[config.mk]
export PLATFORM = sky130hd
export DESIGN_NAME = register_file_mp
export DESIGN_NICKNAME = d
export VERILOG_FILES = /design/src/rtl/register_file_mp.sv
export SDC_FILE = /design/constraint.sdc
export NUM_CORES = 2
export LEC_CHECK = 0
export CAP_MARGIN = 40
export CORE_MARGIN = 2
export CORE_UTILIZATION = 63
export CTS_BUF_LIST = sky130_fd_sc_hd__clkbuf_16
export DETAILED_ROUTE_END_ITERATION = 6
export PLACE_DENSITY = 0.81
export REMOVE_ABC_BUFFERS = 1
export SYNTH_ARGS = -nofsm -noshare
export SYNTH_HDL_FRONTEND = slang
export SYNTH_SLANG_ARGS = --single-unit
export TNS_END_PERCENT = 10
[constraint.sdc]
create_clock -name clk -period 6.2 [get_ports clk]
set_input_delay 1.86 -clock clk [delete_from_list [all_inputs] [get_ports clk]]
set_output_delay 1.86 -clock clk [all_outputs]
set_load 0.1 [all_outputs]
[src/rtl/register_file_mp.sv]
// Multi-port register file with two write ports, same-cycle write-to-read
// bypass, a per-register busy scoreboard and a post-reset clearing sequencer.
module register_file_mp #(
    parameter int SIZE       = 32,
    parameter int DATA_WIDTH = 32,
    parameter int ADDR_WIDTH = $clog2(SIZE),
    parameter int NUM_READ   = 2
) (
    input  logic                           clk,
    input  logic                           rst,
    output logic                           ready,
    input  logic [NUM_READ*ADDR_WIDTH-1:0] rd_addr,
    output logic [NUM_READ*DATA_WIDTH-1:0] rd_data,
    output logic [NUM_READ-1:0]            rd_busy,
    input  logic                           we0,
    input  logic [ADDR_WIDTH-1:0]          wa0,
    input  logic [DATA_WIDTH-1:0]          wd0,
    input  logic                           we1,
    input  logic [ADDR_WIDTH-1:0]          wa1,
    input  logic [DATA_WIDTH-1:0]          wd1,
    input  logic                           rsv_en,
    input  logic [ADDR_WIDTH-1:0]          rsv_addr
);

    localparam int IW = ADDR_WIDTH + 1;

    typedef enum logic {
        S_INIT,
        S_RUN
    } state_t;

    state_t                  state_q;
    state_t                  state_d;
    logic [IW-1:0]           idx_q;
    logic [IW-1:0]           idx_d;
    logic [DATA_WIDTH-1:0]   regs [SIZE];
    logic [SIZE-1:0]         busy_q;
    logic [ADDR_WIDTH-1:0]   rd_a;

    assign ready = (state_q == S_RUN);

    // State and clear-index registers; reset restarts the clearing sequence.
    always_ff @(posedge clk) begin
        if (rst) begin
            state_q <= S_INIT;
            idx_q   <= '0;
        end else begin
            state_q <= state_d;
            idx_q   <= idx_d;
        end
    end

    // Next-state: walk idx over every register, then enter RUN.
    always_comb begin
        state_d = state_q;
        idx_d   = idx_q;
        if (state_q == S_INIT) begin
            idx_d = idx_q + IW'(1);
            if (idx_q == IW'(SIZE - 1)) begin
                state_d = S_RUN;
            end
        end
    end

    // Register array: cleared one entry per cycle in INIT, port 1 wins in RUN.
    // Per-entry decode keeps out-of-range addresses (non-power-of-2 SIZE) inert.
    always_ff @(posedge clk) begin
        for (int unsigned r = 0; r < SIZE; r++) begin
            if (rst) begin
                // hold contents; clearing is done by the INIT walk
            end else if (state_q == S_INIT) begin
                if (idx_q == IW'(r)) begin
                    regs[r] <= '0;
                end
            end else if (r != 0) begin
                if (we1 && wa1 == ADDR_WIDTH'(r)) begin
                    regs[r] <= wd1;
                end else if (we0 && wa0 == ADDR_WIDTH'(r)) begin
                    regs[r] <= wd0;
                end
            end
        end
    end

    // Busy scoreboard: reservation sets, any write clears, reservation wins a tie.
    always_ff @(posedge clk) begin
        if (rst) begin
            busy_q <= '0;
        end else if (state_q == S_RUN) begin
            for (int unsigned r = 1; r < SIZE; r++) begin
                if (rsv_en && rsv_addr == ADDR_WIDTH'(r)) begin
                    busy_q[r] <= 1'b1;
                end else if ((we0 && wa0 == ADDR_WIDTH'(r)) ||
                             (we1 && wa1 == ADDR_WIDTH'(r))) begin
                    busy_q[r] <= 1'b0;
                end
            end
        end
    end

    // Combinational read ports with write bypass; busy is not bypassed.
    always_comb begin
        rd_data = '0;
        rd_busy = '0;
        rd_a    = '0;
        for (int unsigned p = 0; p < NUM_READ; p++) begin
            rd_a = rd_addr[p*ADDR_WIDTH +: ADDR_WIDTH];
            if (state_q == S_RUN && rd_a != '0 && {1'b0, rd_a} < IW'(SIZE)) begin
                if (we1 && wa1 == rd_a) begin
                    rd_data[p*DATA_WIDTH +: DATA_WIDTH] = wd1;
                end else if (we0 && wa0 == rd_a) begin
                    rd_data[p*DATA_WIDTH +: DATA_WIDTH] = wd0;
                end else begin
                    rd_data[p*DATA_WIDTH +: DATA_WIDTH] = regs[rd_a];
                end
                rd_busy[p] = busy_q[rd_a];
            end
        end
    end

endmodule

=== Yosys cells after proc, flatten, opt, wreduce, memory -nomap -nowiden ===
Memories as Yosys holds them, arrays and structs flattened.
Index checks and enable logic that the tools add are counted.

* Register bits: 38
* Memory bits (writable): 1,024
* Input bits: 94
* Output and inout port bits: 67
* Logic and storage cells: 970
* Memories kept: 1

{| class="wikitable"
|+ Memories
! name !! words !! width !! read ports !! clocked after Yosys merged registers in !! write ports !! line !! RTL
|-
| regs || 32 || 32 || 2 || 0 || 31 || 36 || <nowiki>logic [DATA_WIDTH-1:0] regs [SIZE];</nowiki>
|}

* Add/subtract/negate cells: 1
* Order comparisons: 2
* Eq/ne operators: 128
* Multiplexer cells: 547
* Bitwise gates (word level): 62
* Reductions and logical operators: 196

{| class="wikitable"
|+ Operator list
! kind !! count
|-
| two-way mux 32 bit || 69
|-
| two-way mux 1 bit || 475
|-
| equality test 5 bit (second input constant) || 48
|-
| equality test 5 x 4 -> 1 bit (second input constant) || 24
|-
| logical AND 1 bit || 99
|-
| equality test 6 x 5 -> 1 bit (second input constant) || 16
|-
| OR 1 bit || 62
|-
| AND reduction 2 bit || 31
|-
| nonzero test 2 bit || 31
|-
| equality test 5 x 3 -> 1 bit (second input constant) || 12
|-
| equality test 6 x 4 -> 1 bit (second input constant) || 8
|-
| OR reduction 32 bit || 1
|-
| logical OR 1 bit || 31
|-
| equality test 5 x 2 -> 1 bit (second input constant) || 6
|-
| equality test 6 x 3 -> 1 bit (second input constant) || 4
|-
| equality test 5 bit || 4
|-
| equality test 5 x 1 -> 1 bit (second input constant) || 3
|-
| equality test 6 x 2 -> 1 bit (second input constant) || 2
|-
| less-than comparator 5 x 6 -> 1 bit (second input constant) || 2
|-
| binary-select mux 1 bit (select 5 bit) || 2
|-
| nonzero test 5 bit || 2
|-
| adder 6 x 1 -> 6 bit (second input constant) || 1
|-
| equality test 6 x 1 -> 1 bit (second input constant) || 1
|-
| logical NOT 6 bit || 1
|-
| two-way mux 5 bit || 1
|}

=== Depth between registers and ports, before layout ===
* Depth after elaboration: 10
* Depth in mapped cells: 11
* Mapped depth without buffers: 6

=== Least setup slack after synthesis ===
No wires, ideal clock.

* Kind: input to output
* From: in wa1[4]
* To: out rd_data[23]
* Arrival: 5,502 ps
* Slack: -1,162 ps
* Stages on the path: 9
* Cell sequence: buf_2 -> xor2_1 -> nor4_1 -> and3_1 -> buf_6 -> or3b_4 -> buf_6 -> clkbuf_1 -> o31ai_1

* Word-level cells in the longest chain between the ends: 4

{| class="wikitable"
|+ Ends and longest elaborated chain
! element !! line !! RTL
|-
| start: declaration || 19 || <nowiki>input logic [ADDR_WIDTH-1:0] wa1,</nowiki>
|-
| equality test 5 bit || 109 || <nowiki>if (we1 && wa1 == rd_a) begin</nowiki>
|-
| logical AND 1 bit || 109 ||
|-
| two-way mux 32 bit || 109 ||
|-
| two-way mux 32 bit || 108 || <nowiki>if (state_q == S_RUN && rd_a != '0 && {1'b0, rd_a} < IW'(SIZE)) begin</nowiki>
|-
| end: declaration || 13 || <nowiki>output logic [NUM_READ*DATA_WIDTH-1:0] rd_data,</nowiki>
|}

No other way between the ends.

=== Worst setup path after layout ===
* From: in rd_addr[1]
* To: out rd_data[22]

* Word-level cells in the longest chain between the ends: 5
* Elaborated cells on any way between the ends: 10
* Classes of those cells: eq/ne: 2; mux: 3; reduce/logical: 4; memory: 1

{| class="wikitable"
|+ Ends and longest elaborated chain
! element !! line !! RTL
|-
| start: declaration || 12 || <nowiki>input logic [NUM_READ*ADDR_WIDTH-1:0] rd_addr,</nowiki>
|-
| parallel branches: the longest is 4 deep, another holds memory read (32 x 32 bit) || n/a ||
|-
| two-way mux 32 bit * || 108 ||
|}

Mark *: on every way between the ends.

==> run summary <==
Worst hold-check path type - flop to flop
CTS Sinks - 1030
Leakage - 0.02803 uW
Cell Area, Synth - 0.06155 mm2
Post-synthesis average cell area - 12.29 um2
Initial antenna violation count - 11
Total wire length - 274300 um
Die height - 316.6 um
Filler cells - 5973
Max Transition Viols Final - 0
Largest net degree at the start of global routing - 75
Rows - 114
MaxCap Viol Count - 0
Final nets - 5240
CTS Buffer Depth - 3
Final Non-Filler Cells - 6526
Yosys cell types - 57
PD cells - 220.7 mW/mm2
Full die area - 0.1002 mm2
Total CTS buffers - 108
DRC violations left - 39
Seq/Total Area, Yosys - 49.63%
Fmax - 0.1568 GHz
Final Core Density - 75.30%
Clk_lat worst skew - 0.77 ns
DR vias - 56500
Final ANT Viol Nets - 0
EDFF count, synth - 992
CP arrival - 4.52 ns
GRT Total Usage - 53.38%
Final hold violation count - 0
H-tree Lvls - 3
Worst vdd ir - 0.2558 mV
Crit path kind - input port to output port
CP startpoint - rd_addr[1]
Hold-fix buffers, CTS - 0
Period utilization - 102.8%
1st-pass router iterations - 7
Port Buffers - 160
Unrepaired setup endpoints after global routing - true
IO Count - 161
Flop2flop setup slack - 2.68 ns
TritonCTS clock tree - done
Setup ws final - -0.1767 ns
Vias in the first global route - 54240
Wire per inst - 42.02 um
GPL Wtd Cong - 1.054
# placed instances - 6271
Yosys reg bits - 1030
Layout cells sized above 1 - 26.84%
Post-DP HPWL - 165000 um
Congestion Overflow GR - 0
Setup crit end kind - output port
Mean number of vias per cell - 8.658
Post-Synthesis Cells - 5008
Post-layout minimum cycle time - 6.377 ns
Worst reg2reg path endpoint - regs[18][9]$_DFFE_PP_
Crit path max fanout - 13
Prevailing post-synth register cell - edfxtp_1
Clock Pin Slew Worst Setup and Hold Paths - 0.06 ns
DR iter-0 viols - 13690
YS warnings - 0
CP Launch Type - input port
CP endpoint - rd_data[22]
Slew @ Worst Pin - 1.077 ns
Final setup vio count - 28
Core box area - 0.09671 mm2
Worst EP required - 4.34 ns
Global-route wire length before repair - 378900 um
Clock root buffer - clkbuf_16
R2r startpoint - ready$_SDFF_PP0_
Starting density of the core - 63.65%
Area growth from synthesis to layout - 18.31%
Post-synthesis async set-or-reset flop share - 0%
Place WS - -0.5024 ns
Die width - 316.6 um
Status - complete, but fails checks
Failing checks - design-rule violations, negative setup slack
Worst-case reg-to-reg path depth - 7
Slew Limit Headroom - 28.03%
Skew final - 0.03031 ns
[Yosys cell counts (all sizes together), types with 19 or more instances]
| library cell | instances | area share [%] |
|---|---|---|
| xor2 | 19 | 0.27 |
| edfxtp | 992 | 48 |
| nor2b | 72 | 0.73 |
| nand2 | 178 | 1.1 |
| a22oi | 134 | 1.6 |
| mux4 | 197 | 7.2 |
| mux2 | 174 | 3.2 |
| a21oi | 52 | 0.42 |
| nor2 | 213 | 1.3 |
| o22ai | 205 | 2.1 |
| mux2i | 440 | 7.2 |
| o21ai | 90 | 0.73 |
| a22o | 974 | 14 |
| clkbuf | 532 | 3.3 |
| dfxtp | 38 | 1.2 |
| nor3 | 130 | 1.1 |
| a211oi | 52 | 0.63 |
| buf | 214 | 2.0 |
| a221oi | 65 | 0.92 |
| nor4 | 46 | 0.47 |
| a31oi | 27 | 0.27 |
| a221o | 31 | 0.50 |
[cell families after synthesis]
logic type      count (synthesis)  synth area share (%)
compound gates               1687                 21.86
xor+xnor                       25                0.3557
fa+ha+maj                       4               0.08131
buf+inv                       749                 5.230
flops                        1030                 49.63
mux                           811                 17.55
simple gates                  702                 5.299
[power by group]
part           total, uW  internal [uW]  switching [uW]  leakage [uW]
combinational       1740            585            1150        0.0146
sequential          7550           7530            11.5        0.0116
clock               6790           3860            2930       0.00187
total              16100          12000            4090        0.0280
[how the worst min path moves through the flow]
| stage | slack [ns] | endpoint | depth (start not counted) | from |
|---|---|---|---|---|
| final | 0.51 | busy_q[15]$_SDFFE_PP0P_ | 2 | busy_q[15]$_SDFFE_PP0P_ |
| after global routing | 0.56 | busy_q[23]$_SDFFE_PP0P_ | 2 | busy_q[23]$_SDFFE_PP0P_ |
| after CTS | 0.51 | busy_q[15]$_SDFFE_PP0P_ | 2 | busy_q[15]$_SDFFE_PP0P_ |
| after detailed placement | 0.50 | busy_q[15]$_SDFFE_PP0P_ | 2 | busy_q[15]$_SDFFE_PP0P_ |
| after global placement | 0.48 | busy_q[12]$_SDFFE_PP0P_ | 2 | busy_q[12]$_SDFFE_PP0P_ |
| after floorplan | 0.46 | busy_q[31]$_SDFFE_PP0P_ | 2 | busy_q[31]$_SDFFE_PP0P_ |
[cell type report]
cell class / count / area [um2] / area share (%)
Multi-Input combinational cell: 3229 / 28860 / 39.63
Tap cell: 1276 / 1597 / 2.192
Sequential cell: 1030 / 30550 / 41.95
Inverter: 3 / 11.26 / 0.01546
Clock buffer: 113 / 2828 / 3.883
Clock inverter: 93 / 793.3 / 1.089
Timing Repair Buffer: 770 / 8154 / 11.20
Antenna cell: 12 / 30.03 / 0.04123
[state kept, by name, indices dropped and copies added, names as in the netlist]
name and count:
idx_q 6, busy_q 31, regs 992, ready 1
[layer usage]
metal / up-vias / share of wire [%] / GRT usage, % / routed length (um)
met5: - / 0.022 / 0.5208 / 59
met4: 4 / 13 / 51.43 / 35410
met3: 2296 / 19 / 24.94 / 51690
met2: 7254 / 40 / 72.73 / 108400
met1: 26310 / 29 / 61.20 / 78650
li1: 20640 / - / - / -
[metrics by stage]
| stage | hold slack (ns) | power [uW] | setup TNS, ns | cell area (um2) |
|---|---|---|---|---|
| 2_1_floorplan | 0.4645 | 8107 | -69.48 | 58340 |
| 3_3_place_gp | 0.4812 | 9211 | -5.559 | 68000 |
| 6_report | 0.5105 | 16070 | -1.740 | 72820 |
| 4_1_cts | 0.5124 | 15780 | -0.2139 | 72220 |
| 3_5_place_dp | 0.4984 | 9232 | -6.111 | 68080 |
| 5_1_grt | 0.5606 | 16200 | -0.4196 | 72800 |
[critical path, stage by stage]
cell	delay (ns)
buf_6	0.17
nor2_2	0.71
nand2_1	0.22
buf_4	0.22
o22ai_1	0.26
nor4_4	0.13
buf_4	0.15
o21ai_1	0.29
o31ai_1	0.14
buf_4	0.17
buf_12	0.16
[cell usage in the layout (no fill, tap or decap), types with 29 or more instances in the layout]
master,instances
nor3_1,85
o21ai_0,69
nand2_1,149
edfxtp_1,992
nor3_2,44
mux4_2,197
dfxtp_1,38
o22ai_1,198
buf_4,501
mux2_2,174
a22oi_1,131
mux2i_1,440
a22o_1,974
clkbuf_16,118
a211oi_1,43
a21oi_1,52
buf_12,146
a221oi_1,65
nor2b_1,64
nand2_2,29
clkdlybuf4s50_1,75
nor2_1,185
[timing repair]
action / in CTS / in global routing
pin swaps: 18 / 19
buffers inserted: 14 / 14
gates cloned: 1 / 5
gates resized for setup: 81 / 62
setup endpoints to repair: 46 / 58
Power figures use the tool's default switching activity.
